==> src/rtl/usb_frame_pkg.sv <==
// Shared constants and state encoding for the USB line framer and its credit poller.
package usb_frame_pkg;

  localparam logic [7:0] Sync0 = 8'hA5;
  localparam logic [7:0] Sync1 = 8'h5A;

  localparam logic [3:0] AddrWrdata    = 4'd0;
  localparam logic [3:0] AddrTxStatusL = 4'd2;
  localparam logic [3:0] AddrTxStatusH = 4'd3;

  localparam int unsigned HdrLen = 6;

  typedef enum logic [2:0] {
    StIdle, StRdL, StWtL, StRdH, StWtH, StCalc, StSend, StDone
  } state_e;

endpackage

==> src/rtl/usb_credit_poller.sv <==
// Reads the bridge TXSTATUS low/high bytes and turns them into a write credit.
module usb_credit_poller #(
  parameter int unsigned TX_FIFO_DEPTH  = 512,
  parameter int unsigned TX_FIFO_WIDTHU = 9,
  parameter int unsigned SAFETY_MARGIN  = 8,
  parameter int unsigned READ_LATENCY   = 3
) (
  input  logic                      clk_i,
  input  logic                      reset_i,
  input  logic                      start_i,
  input  logic [7:0]                m_readdata_i,
  output logic                      m_read_o,
  output logic [3:0]                m_address_o,
  output logic [TX_FIFO_WIDTHU:0]   credit_o,
  output logic                      credit_valid_o
);
  import usb_frame_pkg::*;

  localparam int unsigned CW = TX_FIFO_WIDTHU + 1;

  state_e     r_state;
  logic [7:0] r_cnt;
  logic [7:0] r_lo;
  logic [7:0] r_hi;

  logic [15:0]   w_status;
  logic          w_full;
  logic [CW-1:0] w_used;
  logic [CW-1:0] w_free;
  logic [CW-1:0] w_credit;
  logic          w_unused_status;

  assign w_status        = {r_hi, r_lo};
  assign w_full          = w_status[TX_FIFO_WIDTHU];
  assign w_used          = w_full ? '0 : {1'b0, w_status[TX_FIFO_WIDTHU-1:0]};
  assign w_free          = CW'(TX_FIFO_DEPTH) - w_used;
  // Margin absorbs wrusedw synchroniser lag inside the bridge.
  assign w_credit        = (w_full || (w_free <= CW'(SAFETY_MARGIN))) ? '0
                                                                     : w_free - CW'(SAFETY_MARGIN);
  assign w_unused_status = ^w_status[15:TX_FIFO_WIDTHU+1];

  always_ff @(posedge clk_i) begin
    if (reset_i) begin
      r_state        <= StIdle;
      r_cnt          <= '0;
      r_lo           <= '0;
      r_hi           <= '0;
      m_read_o       <= 1'b0;
      m_address_o    <= '0;
      credit_o       <= '0;
      credit_valid_o <= 1'b0;
    end else begin
      m_read_o       <= 1'b0;
      credit_valid_o <= 1'b0;
      case (r_state)
        StIdle: if (start_i) begin
          r_state     <= StRdL;
          m_read_o    <= 1'b1;
          m_address_o <= AddrTxStatusL;
        end
        StRdL: begin
          r_state <= StWtL;
          r_cnt   <= '0;
        end
        StWtL: if (r_cnt == 8'(READ_LATENCY - 1)) begin
          r_lo        <= m_readdata_i;
          r_state     <= StRdH;
          m_read_o    <= 1'b1;
          m_address_o <= AddrTxStatusH;
        end else begin
          r_cnt <= r_cnt + 8'd1;
        end
        StRdH: begin
          r_state <= StWtH;
          r_cnt   <= '0;
        end
        StWtH: if (r_cnt == 8'(READ_LATENCY - 1)) begin
          r_hi    <= m_readdata_i;
          r_state <= StCalc;
        end else begin
          r_cnt <= r_cnt + 8'd1;
        end
        StCalc: begin
          credit_o       <= w_credit;
          credit_valid_o <= 1'b1;
          r_state        <= StIdle;
        end
        default: r_state <= StIdle;
      endcase
    end
  end

endmodule

==> src/rtl/usb_line_framer.sv <==
// Wraps one scanner line in a sync/header/payload/checksum frame and writes it to the bridge.
module usb_line_framer #(
  parameter int unsigned TX_FIFO_DEPTH  = 512,
  parameter int unsigned TX_FIFO_WIDTHU = 9,
  parameter int unsigned SAFETY_MARGIN  = 8,
  parameter int unsigned READ_LATENCY   = 3
) (
  input  logic        clk_i,
  input  logic        reset_i,
  input  logic        start_i,
  input  logic [15:0] line_num_i,
  input  logic [15:0] len_i,
  input  logic [7:0]  s_data_i,
  input  logic        s_valid_i,
  output logic        s_ready_o,
  output logic [3:0]  m_address_o,
  output logic        m_read_o,
  input  logic [7:0]  m_readdata_i,
  output logic        m_write_o,
  output logic [7:0]  m_writedata_o,
  output logic        busy_o,
  output logic        done_o
);
  import usb_frame_pkg::*;

  localparam int unsigned CW = TX_FIFO_WIDTHU + 1;

  state_e        r_state;
  logic [15:0]   r_line;
  logic [15:0]   r_len;
  logic [16:0]   r_idx;
  logic [7:0]    r_chk;
  logic [CW-1:0] r_credit;
  logic          r_poll_start;
  logic [3:0]    r_addr_last;

  logic          w_poll_rd;
  logic [3:0]    w_poll_addr;
  logic [CW-1:0] w_poll_credit;
  logic          w_poll_valid;
  logic [16:0]   w_chk_idx;
  logic          w_in_payload;
  logic          w_is_chk;
  logic          w_can_send;
  logic          w_write;
  logic [7:0]    w_byte;

  usb_credit_poller #(
    .TX_FIFO_DEPTH  (TX_FIFO_DEPTH),
    .TX_FIFO_WIDTHU (TX_FIFO_WIDTHU),
    .SAFETY_MARGIN  (SAFETY_MARGIN),
    .READ_LATENCY   (READ_LATENCY)
  ) u_poller (
    .clk_i          (clk_i),
    .reset_i        (reset_i),
    .start_i        (r_poll_start),
    .m_readdata_i   (m_readdata_i),
    .m_read_o       (w_poll_rd),
    .m_address_o    (w_poll_addr),
    .credit_o       (w_poll_credit),
    .credit_valid_o (w_poll_valid)
  );

  assign w_chk_idx    = {1'b0, r_len} + 17'(HdrLen);
  assign w_in_payload = (r_idx >= 17'(HdrLen)) && (r_idx < w_chk_idx);
  assign w_is_chk     = (r_idx == w_chk_idx);
  assign w_can_send   = (r_state == StSend) && (r_credit != '0);
  assign s_ready_o    = w_can_send && w_in_payload;
  // Payload bytes go out on the handshake cycle itself; header/CHK need no handshake.
  assign w_write      = w_can_send && (w_in_payload ? s_valid_i : 1'b1);

  always_comb begin
    w_byte = r_chk;
    if (r_idx < 17'(HdrLen)) begin
      case (r_idx[2:0])
        3'd0:    w_byte = Sync0;
        3'd1:    w_byte = Sync1;
        3'd2:    w_byte = r_line[15:8];
        3'd3:    w_byte = r_line[7:0];
        3'd4:    w_byte = r_len[15:8];
        default: w_byte = r_len[7:0];
      endcase
    end else if (w_in_payload) begin
      w_byte = s_data_i;
    end
  end

  assign m_read_o      = w_poll_rd;
  assign m_write_o     = w_write;
  assign m_writedata_o = w_write ? w_byte : 8'h00;
  assign m_address_o   = w_poll_rd ? w_poll_addr : (w_write ? AddrWrdata : r_addr_last);

  always_ff @(posedge clk_i) begin
    if (reset_i) begin
      r_state      <= StIdle;
      r_line       <= '0;
      r_len        <= '0;
      r_idx        <= '0;
      r_chk        <= '0;
      r_credit     <= '0;
      r_poll_start <= 1'b0;
      r_addr_last  <= '0;
      busy_o       <= 1'b0;
      done_o       <= 1'b0;
    end else begin
      r_poll_start <= 1'b0;
      r_addr_last  <= m_address_o;
      case (r_state)
        StIdle: if (start_i) begin
          r_line       <= line_num_i;
          r_len        <= len_i;
          r_idx        <= '0;
          r_chk        <= '0;
          busy_o       <= 1'b1;
          r_poll_start <= 1'b1;
          r_state      <= StRdL;
        end
        // The poller sequences RD_L..CALC; the framer just waits for its verdict.
        StRdL: if (w_poll_valid) begin
          if (w_poll_credit == '0) begin
            r_poll_start <= 1'b1;
          end else begin
            r_credit <= w_poll_credit;
            r_state  <= StSend;
          end
        end
        StSend: if (w_write) begin
          r_idx    <= r_idx + 17'd1;
          r_credit <= r_credit - CW'(1);
          if (w_in_payload) r_chk <= r_chk + s_data_i;
          if (w_is_chk) begin
            r_state <= StDone;
            done_o  <= 1'b1;
          end else if (r_credit == CW'(1)) begin
            r_state      <= StRdL;
            r_poll_start <= 1'b1;
          end
        end
        StDone: begin
          done_o  <= 1'b0;
          busy_o  <= 1'b0;
          r_state <= StIdle;
        end
        default: r_state <= StIdle;
      endcase
    end
  end

endmodule

==> config.mk <==
export PLATFORM = sky130hd
export DESIGN_NAME = usb_line_framer
export DESIGN_NICKNAME = d
export VERILOG_FILES = /design/src/rtl/usb_frame_pkg.sv /design/src/rtl/usb_credit_poller.sv /design/src/rtl/usb_line_framer.sv
export SDC_FILE = /design/constraint.sdc
export NUM_CORES = 1
export LEC_CHECK = 0
export BUFFER_PORTS_ARGS = -buffer_cell sky130_fd_sc_hd__buf_2
export CAP_MARGIN = 20
export CORE_MARGIN = 1
export CORE_UTILIZATION = 55
export CTS_CLUSTER_DIAMETER = 120
export DETAILED_ROUTE_END_ITERATION = 7
export PLACE_DENSITY = 0.83
export SLEW_MARGIN = 20
export SYNTH_ARGS = -nofsm -noshare
export SYNTH_HDL_FRONTEND = slang
export SYNTH_SLANG_ARGS = --single-unit
==> constraint.sdc <==
create_clock -name clk_i -period 4.5 [get_ports clk_i]
set_input_delay 0.225 -clock clk_i [delete_from_list [all_inputs] [get_ports clk_i]]
set_output_delay 0.225 -clock clk_i [all_outputs]
set_load 0.005 [all_outputs]
==> results of run 1 <==
==> power breakdown <==
part           switching (mW)  internal, mW
combinational           0.172         0.104
clock                   0.375         0.498
sequential             0.0529          1.03
total                   0.601          1.63
==> state kept, by name, indices dropped and copies added, names as in the netlist <==
register / cells
u_poller.r_lo: 8
r_idx: 17
r_chk: 8
r_line: 16
done_o: 1
busy_o: 1
u_poller.credit_o: 10
r_credit: 10
u_poller.credit_valid_o: 1
u_poller.r_state: 3
r_len: 16
u_poller.r_hi: 2
u_poller.r_cnt: 8
u_poller.m_read_o: 1
r_state: 2
u_poller.m_address_o: 2
r_addr_last: 4
r_poll_start: 1
==> per-stage QoR <==
step | instances | TNS, ns | total power [mW]
after floorplan | 818 | 0 | 1.284
after global placement | 990 | 0 | 1.365
after detailed placement | 990 | 0 | 1.371
after CTS | 1006 | 0 | 2.241
after global routing | 1009 | -0.03391 | 2.315
final | 1009 | 0 | 2.228
==> worst max-delay path, stage by stage (launching register included) <==
cell and delay, ns:
dfxtp_1 0.42, and3_1 0.22, nand3_1 0.11, a21oi_1 0.25, and4_1 0.29, nand2_1 0.08, xor2_1 0.14, ha_1 0.29
nand4_1 0.18, nor3_1 0.08, a221oi_1 0.36, nand4b_1 0.27, nand2_2 0.27, clkinvlp_4 0.13, buf_4 0.16, nor3b_1 0.20
buf_2 0.15
==> routing by layer <==
| metal | vias up | track usage (%) |
|---|---|---|
| met5 | - | 0 |
| met4 | 0 | 11.23 |
| met3 | 26 | 5.522 |
| met2 | 206 | 44.65 |
| met1 | 2775 | 32.46 |
| li1 | 2995 | - |
==> cell usage after synthesis (all sizes together), types with 10 or more instances <==
cell type | count | share of area [%]
mux2i | 24 | 3.7
xnor2 | 17 | 2.3
dfxtp | 111 | 34
inv | 20 | 1.1
ha | 37 | 7.1
and2 | 10 | 0.96
nand3 | 25 | 2.0
a22oi | 11 | 1.7
nand4 | 20 | 1.9
nor3 | 13 | 1.0
nand2 | 118 | 6.8
or3 | 10 | 1.0
o21ai | 33 | 2.6
a21oi | 87 | 6.7
nor4 | 11 | 1.7
nor2 | 88 | 5.1
xor2 | 27 | 3.6
clkbuf | 37 | 2.1
==> cell type report <==
class | count | area, µm² | share of cell area, %
Inverter | 20 | 78.83 | 1.082
Clock inverter | 6 | 102.6 | 1.409
Clock buffer | 10 | 229.0 | 3.144
Sequential cell | 111 | 2222 | 30.52
Timing Repair Buffer | 75 | 392.9 | 5.395
Multi-Input combinational cell | 643 | 4070 | 55.89
Tap cell | 143 | 178.9 | 2.457
Timing Repair inverter | 1 | 7.507 | 0.1031
==> timing repair <==
item	CTS	global route
setup endpoints to repair	0	11
resized for setup	0	3
buffers inserted	0	2
==> kinds of logic after synthesis <==
logic type / synth area share [%]
and+or+nand+nor: 25.58
AOI/OAI and AO/OA: 19.46
DFF: 34.01
buffers and inverters: 3.811
xor gates and xnor gates: 5.898
adders and majority gates: 7.392
muxes: 3.849
==> final timing paths <==
| path | to |
|---|---|
| setup / recovery | m_address_o[3] |
| hold / removal | r_len[8] |
| setup reg to reg | r_credit[8] |
| hold reg to reg | r_line[8] |
==> flow_summary.yaml, run 1 <==
status:
  status: "complete, but fails checks"
  violations: "DRC"
timing:
  finalSetupViolCount: 0
  tightest_slew_ns: 1.049
  timing.hold.ws_ns: 0.1048
  timing.final.crit_share_pct: 92.63
  min_period_ns: 4.168
  setup_slack_ns: 0.3317
  slew_headroom_pct: 29.93
  drv_slew: 0
  fin_worst_skew_ns: 0.009502
  hold_violations: 0
  fmax_mhz: 239.9
drt:
  dr_total_vias: 6002
  drt-total-wl_um: 16010
  dr_wl_met2_um: 7505
  dr.pass1.iters: 8
  highest_layer: "met4"
  wl_met1_um: 6746
  dr_wl_met3_um: 1218
  drc: 4
  ant_nets: 0
  viasPerCell: 5.948
  first_iter_violations: 488
  wire_per_inst_um: 15.87
floorplan:
  core_um2: 11520
  die_h_um: 111.0
  initial_core_util_pct: 56.74
  fp-row-count: 39
  ios: 69
  die-area_um2: 12320
  fp.dieW_um: 111.0
worst_hold_path:
  hp-class: "primary input to register"
  hold_path_depth: 3
  hp-start: "len_i[8]"
critical_path:
  r2r_start: "r_len[3]"
  critPathKind: "register to output port"
  startpoint: "r_len[3]"
  start_kind: "register"
  crit_required_ns: 4.28
  rrSetupSlack_ns: 0.47
  arrival_ns: 3.94
  end_kind: "output port"
  path_max_fanout: 7
  reg2reg_depth: 15
finish:
  n_antenna_cell: 0
  final_util_pct: 63.23
  fin_nets: 951
  drive_above_1_share_pct: 13.51
  design_area_um2: 7282
  fill_cells: 1001
  mostFrequentLayoutCells: "117 x nand2_1, 111 x dfxtp_1, 88 x nor2_1"
  syn_to_final_growth_pct: 11.45
  final_common_cell: "nand2_1"
clock_tree:
  h-tree-depth: 3
  clkSinkCount: 111
  cts_hold_buf: 0
  cts_buffers: 9
  clockBufferDepth: 2
  cts-root-buf: "clkbuf_16"
  clkTransAtPathRegs_ns: 0.08
  cts_tree: "done"
  clkLatencyLatePin_ns: 0.35
yosys:
  syn_inst: 818
  syn_area_per_cell_um2: 7.987
  ys_seq_elements: 111
  synth_flop_cell: "dfxtp_1"
  synthesis.area_um2: 6534
  synth-seq-area-share_pct: 34.01
  ys_types: 70
  syn-num-nets: 908
  synthArstFlopShare_pct: 0
  synth-warning-count: 0
  synth-edff-count: 0
global_route:
  grt_usage_pct: 26.40
  grt_antenna_before_repair: 0
  grt_pass1_wl_um: 26400
  grt_max_degree: 54
  overflow: 0
  grt_pass1_vias: 5542
place:
  numPortBuffers: 68
  gp_congestion: 0.9237
  pre_cts_ws_ns: 0.4605
  placed_area_um2: 6922
  dpl.hpwl_um: 11560
power_and_ir_drop:
  power_density_nw_per_um2: 305.9
  p_leak_nw: 2.950
  ir_drop_mv: 0.2835
job:
  drv_cap: 0
Power figures use the tool's default switching activity.
==> run 2, diff against run 1 <==
--- a/config.mk
+++ b/config.mk
@@ -11,7 +11,7 @@
 export CORE_UTILIZATION = 55
 export CTS_CLUSTER_DIAMETER = 120
 export DETAILED_ROUTE_END_ITERATION = 7
-export PLACE_DENSITY = 0.83
+export PLACE_DENSITY = 0.74
 export SLEW_MARGIN = 20
 export SYNTH_ARGS = -nofsm -noshare
 export SYNTH_HDL_FRONTEND = slang
==> run 2 against run 1 <==
Sequential share of layout area down 0.11 points; register-to-register slack improved by 0.15 ns; clock skew grew 0.0015 ns; combinational power is essentially flat; die area did not move; final cell count unchanged; worst hold slack worse by 0.0010 ns; non-clock buffer count unchanged; maximum frequency rose by 0.43%; largest power group unchanged; the flow still finishes with violations (DRC).
==> flow_summary.yaml, run 2 (synthesis results as in run 1) <==
timing:
  slew_headroom_pct: 33.68
  timing.final.crit_share_pct: 92.23
  min_period_ns: 4.150
  fin_worst_skew_ns: 0.01096
  hold_violations: 0
  finalSetupViolCount: 0
  tightest_slew_ns: 0.9927
  timing.hold.ws_ns: 0.1038
  fmax_mhz: 240.9
  fin_setup_tns_ns: 0
  drv_slew: 0
finish:
  fin_nets: 951
  largest_reg_flops: 17
  regMostFlops: "r_idx"
  syn_to_final_growth_pct: 11.85
  n_antenna_cell: 0
  final_common_cell: "nand2_1"
  finalNonFillerCells: 1009
  mostFrequentLayoutCells: "117 x nand2_1, 111 x dfxtp_1, 88 x nor2_1"
  largestRegisters: "r_idx: 17 flops, r_len: 16 flops, r_line: 16 flops"
  design_area_um2: 7308
  drive_above_1_share_pct: 13.74
power_and_ir_drop:
  ir_drop_mv: 0.2208
  power_density_nw_per_um2: 309.0
  total_power_mw: 2.258
  p_leak_nw: 2.958
global_route:
  grt_antenna_before_repair: 0
  use_met3_pct: 4.757
  overflow: 0
  grtUsageMet1_pct: 33.67
  grt_max_degree: 89
  grt_pass1_vias: 5613
  grt_use_met2_pct: 44.07
  grt_pass1_wl_um: 26490
  top_usage_layer: "met2"
  grt_usage_pct: 26.33
drt:
  drt-total-wl_um: 16230
  dr.pass1.iters: 8
  wire_per_inst_um: 16.09
  dr_total_vias: 6072
  ant_nets: 0
  viasPerCell: 6.018
  drc: 4
  first_iter_violations: 526
place:
  dp_cells: 990
  placed_area_um2: 6922
  dpl.hpwl_um: 11890
  numPortBuffers: 68
  gp_congestion: 0.8906
critical_path:
  path_max_fanout: 11
  r2r_end: "r_credit[0]"
  rrSetupSlack_ns: 0.62
  crit_required_ns: 4.28
  reg2reg_depth: 16
  critPathKind: "register to output port"
  arrival_ns: 3.93
  end_kind: "output port"
  r2r_start: "r_len[3]"
  start_kind: "register"
floorplan:
  die_h_um: 111.0
  core_um2: 11520
  fp.dieW_um: 111.0
  ios: 69
  initial_core_util_pct: 56.74
  fp-row-count: 39
  die-area_um2: 12320
job:
  drv_cap: 0
clock_tree:
  clkSinkCount: 111
  cts_buffers: 9
  clkLatencyLatePin_ns: 0.35
  cts_tree: "done"
  cts_hold_buf: 0
  clkTransAtPathRegs_ns: 0.08
  h-tree-depth: 3
  clockBufferDepth: 2
  cts-root-buf: "clkbuf_16"
status:
  status: "complete, but fails checks"
  violations: "DRC"
worst_hold_path:
  hold_path_depth: 3
  hp-class: "primary input to register"
  min_to: "u_poller.r_lo[4]"
  hp-start: "m_readdata_i[4]"
==> run 2: power breakdown <==
group	leakage, nW	switching [mW]	internal, mW
registers	0.901	0.0515	1.02
clock network	0.170	0.398	0.508
logic	1.89	0.173	0.104
==> run 2: critical path, cell delays in order (launching register included) <==
cell        delay, ns
dfxtp_1          0.43
and3_1           0.22
nand3_1          0.14
a21oi_2          0.21
and4_1           0.26
nand2_1          0.09
xor2_1           0.16
ha_1             0.31
nand4_1          0.18
nor3_1           0.09
a221oi_1         0.36
nand4b_1         0.14
buf_4            0.18
nand2_4          0.13
clkinvlp_4       0.25
nor3b_1          0.27
buf_2            0.15
==> run 2: how the worst max path moves through the flow <==
stage              from               end  slack, ns
2_1_floorplan  r_len[3]  m_writedata_o[0]       1.22
3_3_place_gp   r_len[3]  m_writedata_o[6]       0.62
5_1_grt        r_len[3]    m_address_o[2]      -0.02
3_5_place_dp   r_len[3]       r_credit[0]       0.40
6_report       r_len[3]    m_address_o[3]       0.35
4_1_cts        r_len[3]  m_writedata_o[2]      -0.04
==> run 2: layout make-up <==
type / instances / area, µm²
fill: 989 / 4208
multi-input combinational: 643 / 4079
sequential: 111 / 2222
timing repair buffer: 75 / 392.9
clock buffer: 9 / 225.2
tap: 143 / 178.9
clock inverter: 7 / 123.9
inverter: 20 / 78.83
timing repair inverter: 1 / 7.507
==> run 2: metrics by stage <==
stage / utilization, % / setup WS [ns]
floorplan: - / 1.219
global placement: 60.10 / 0.6161
detailed placement: 60.10 / 0.4049
CTS: 63.14 / -0.03735
global route: 63.46 / -0.01936
finish: 63.46 / 0.3495
==> run 2: metal layers <==
layer  part of all wire [%]  vias up
li1                       -     2986
met1                     43     2857
met2                     48      203
met3                    6.3       26
met4                    2.5        0
met5                      0        -
==> run 2: timing repair <==
item,in CTS,in global routing
buffers inserted,0,2
gates cloned,0,1
hold endpoints to repair,0,0
endpoints found under the setup margin,5,14
pin swaps,0,1
gates resized for setup,0,5
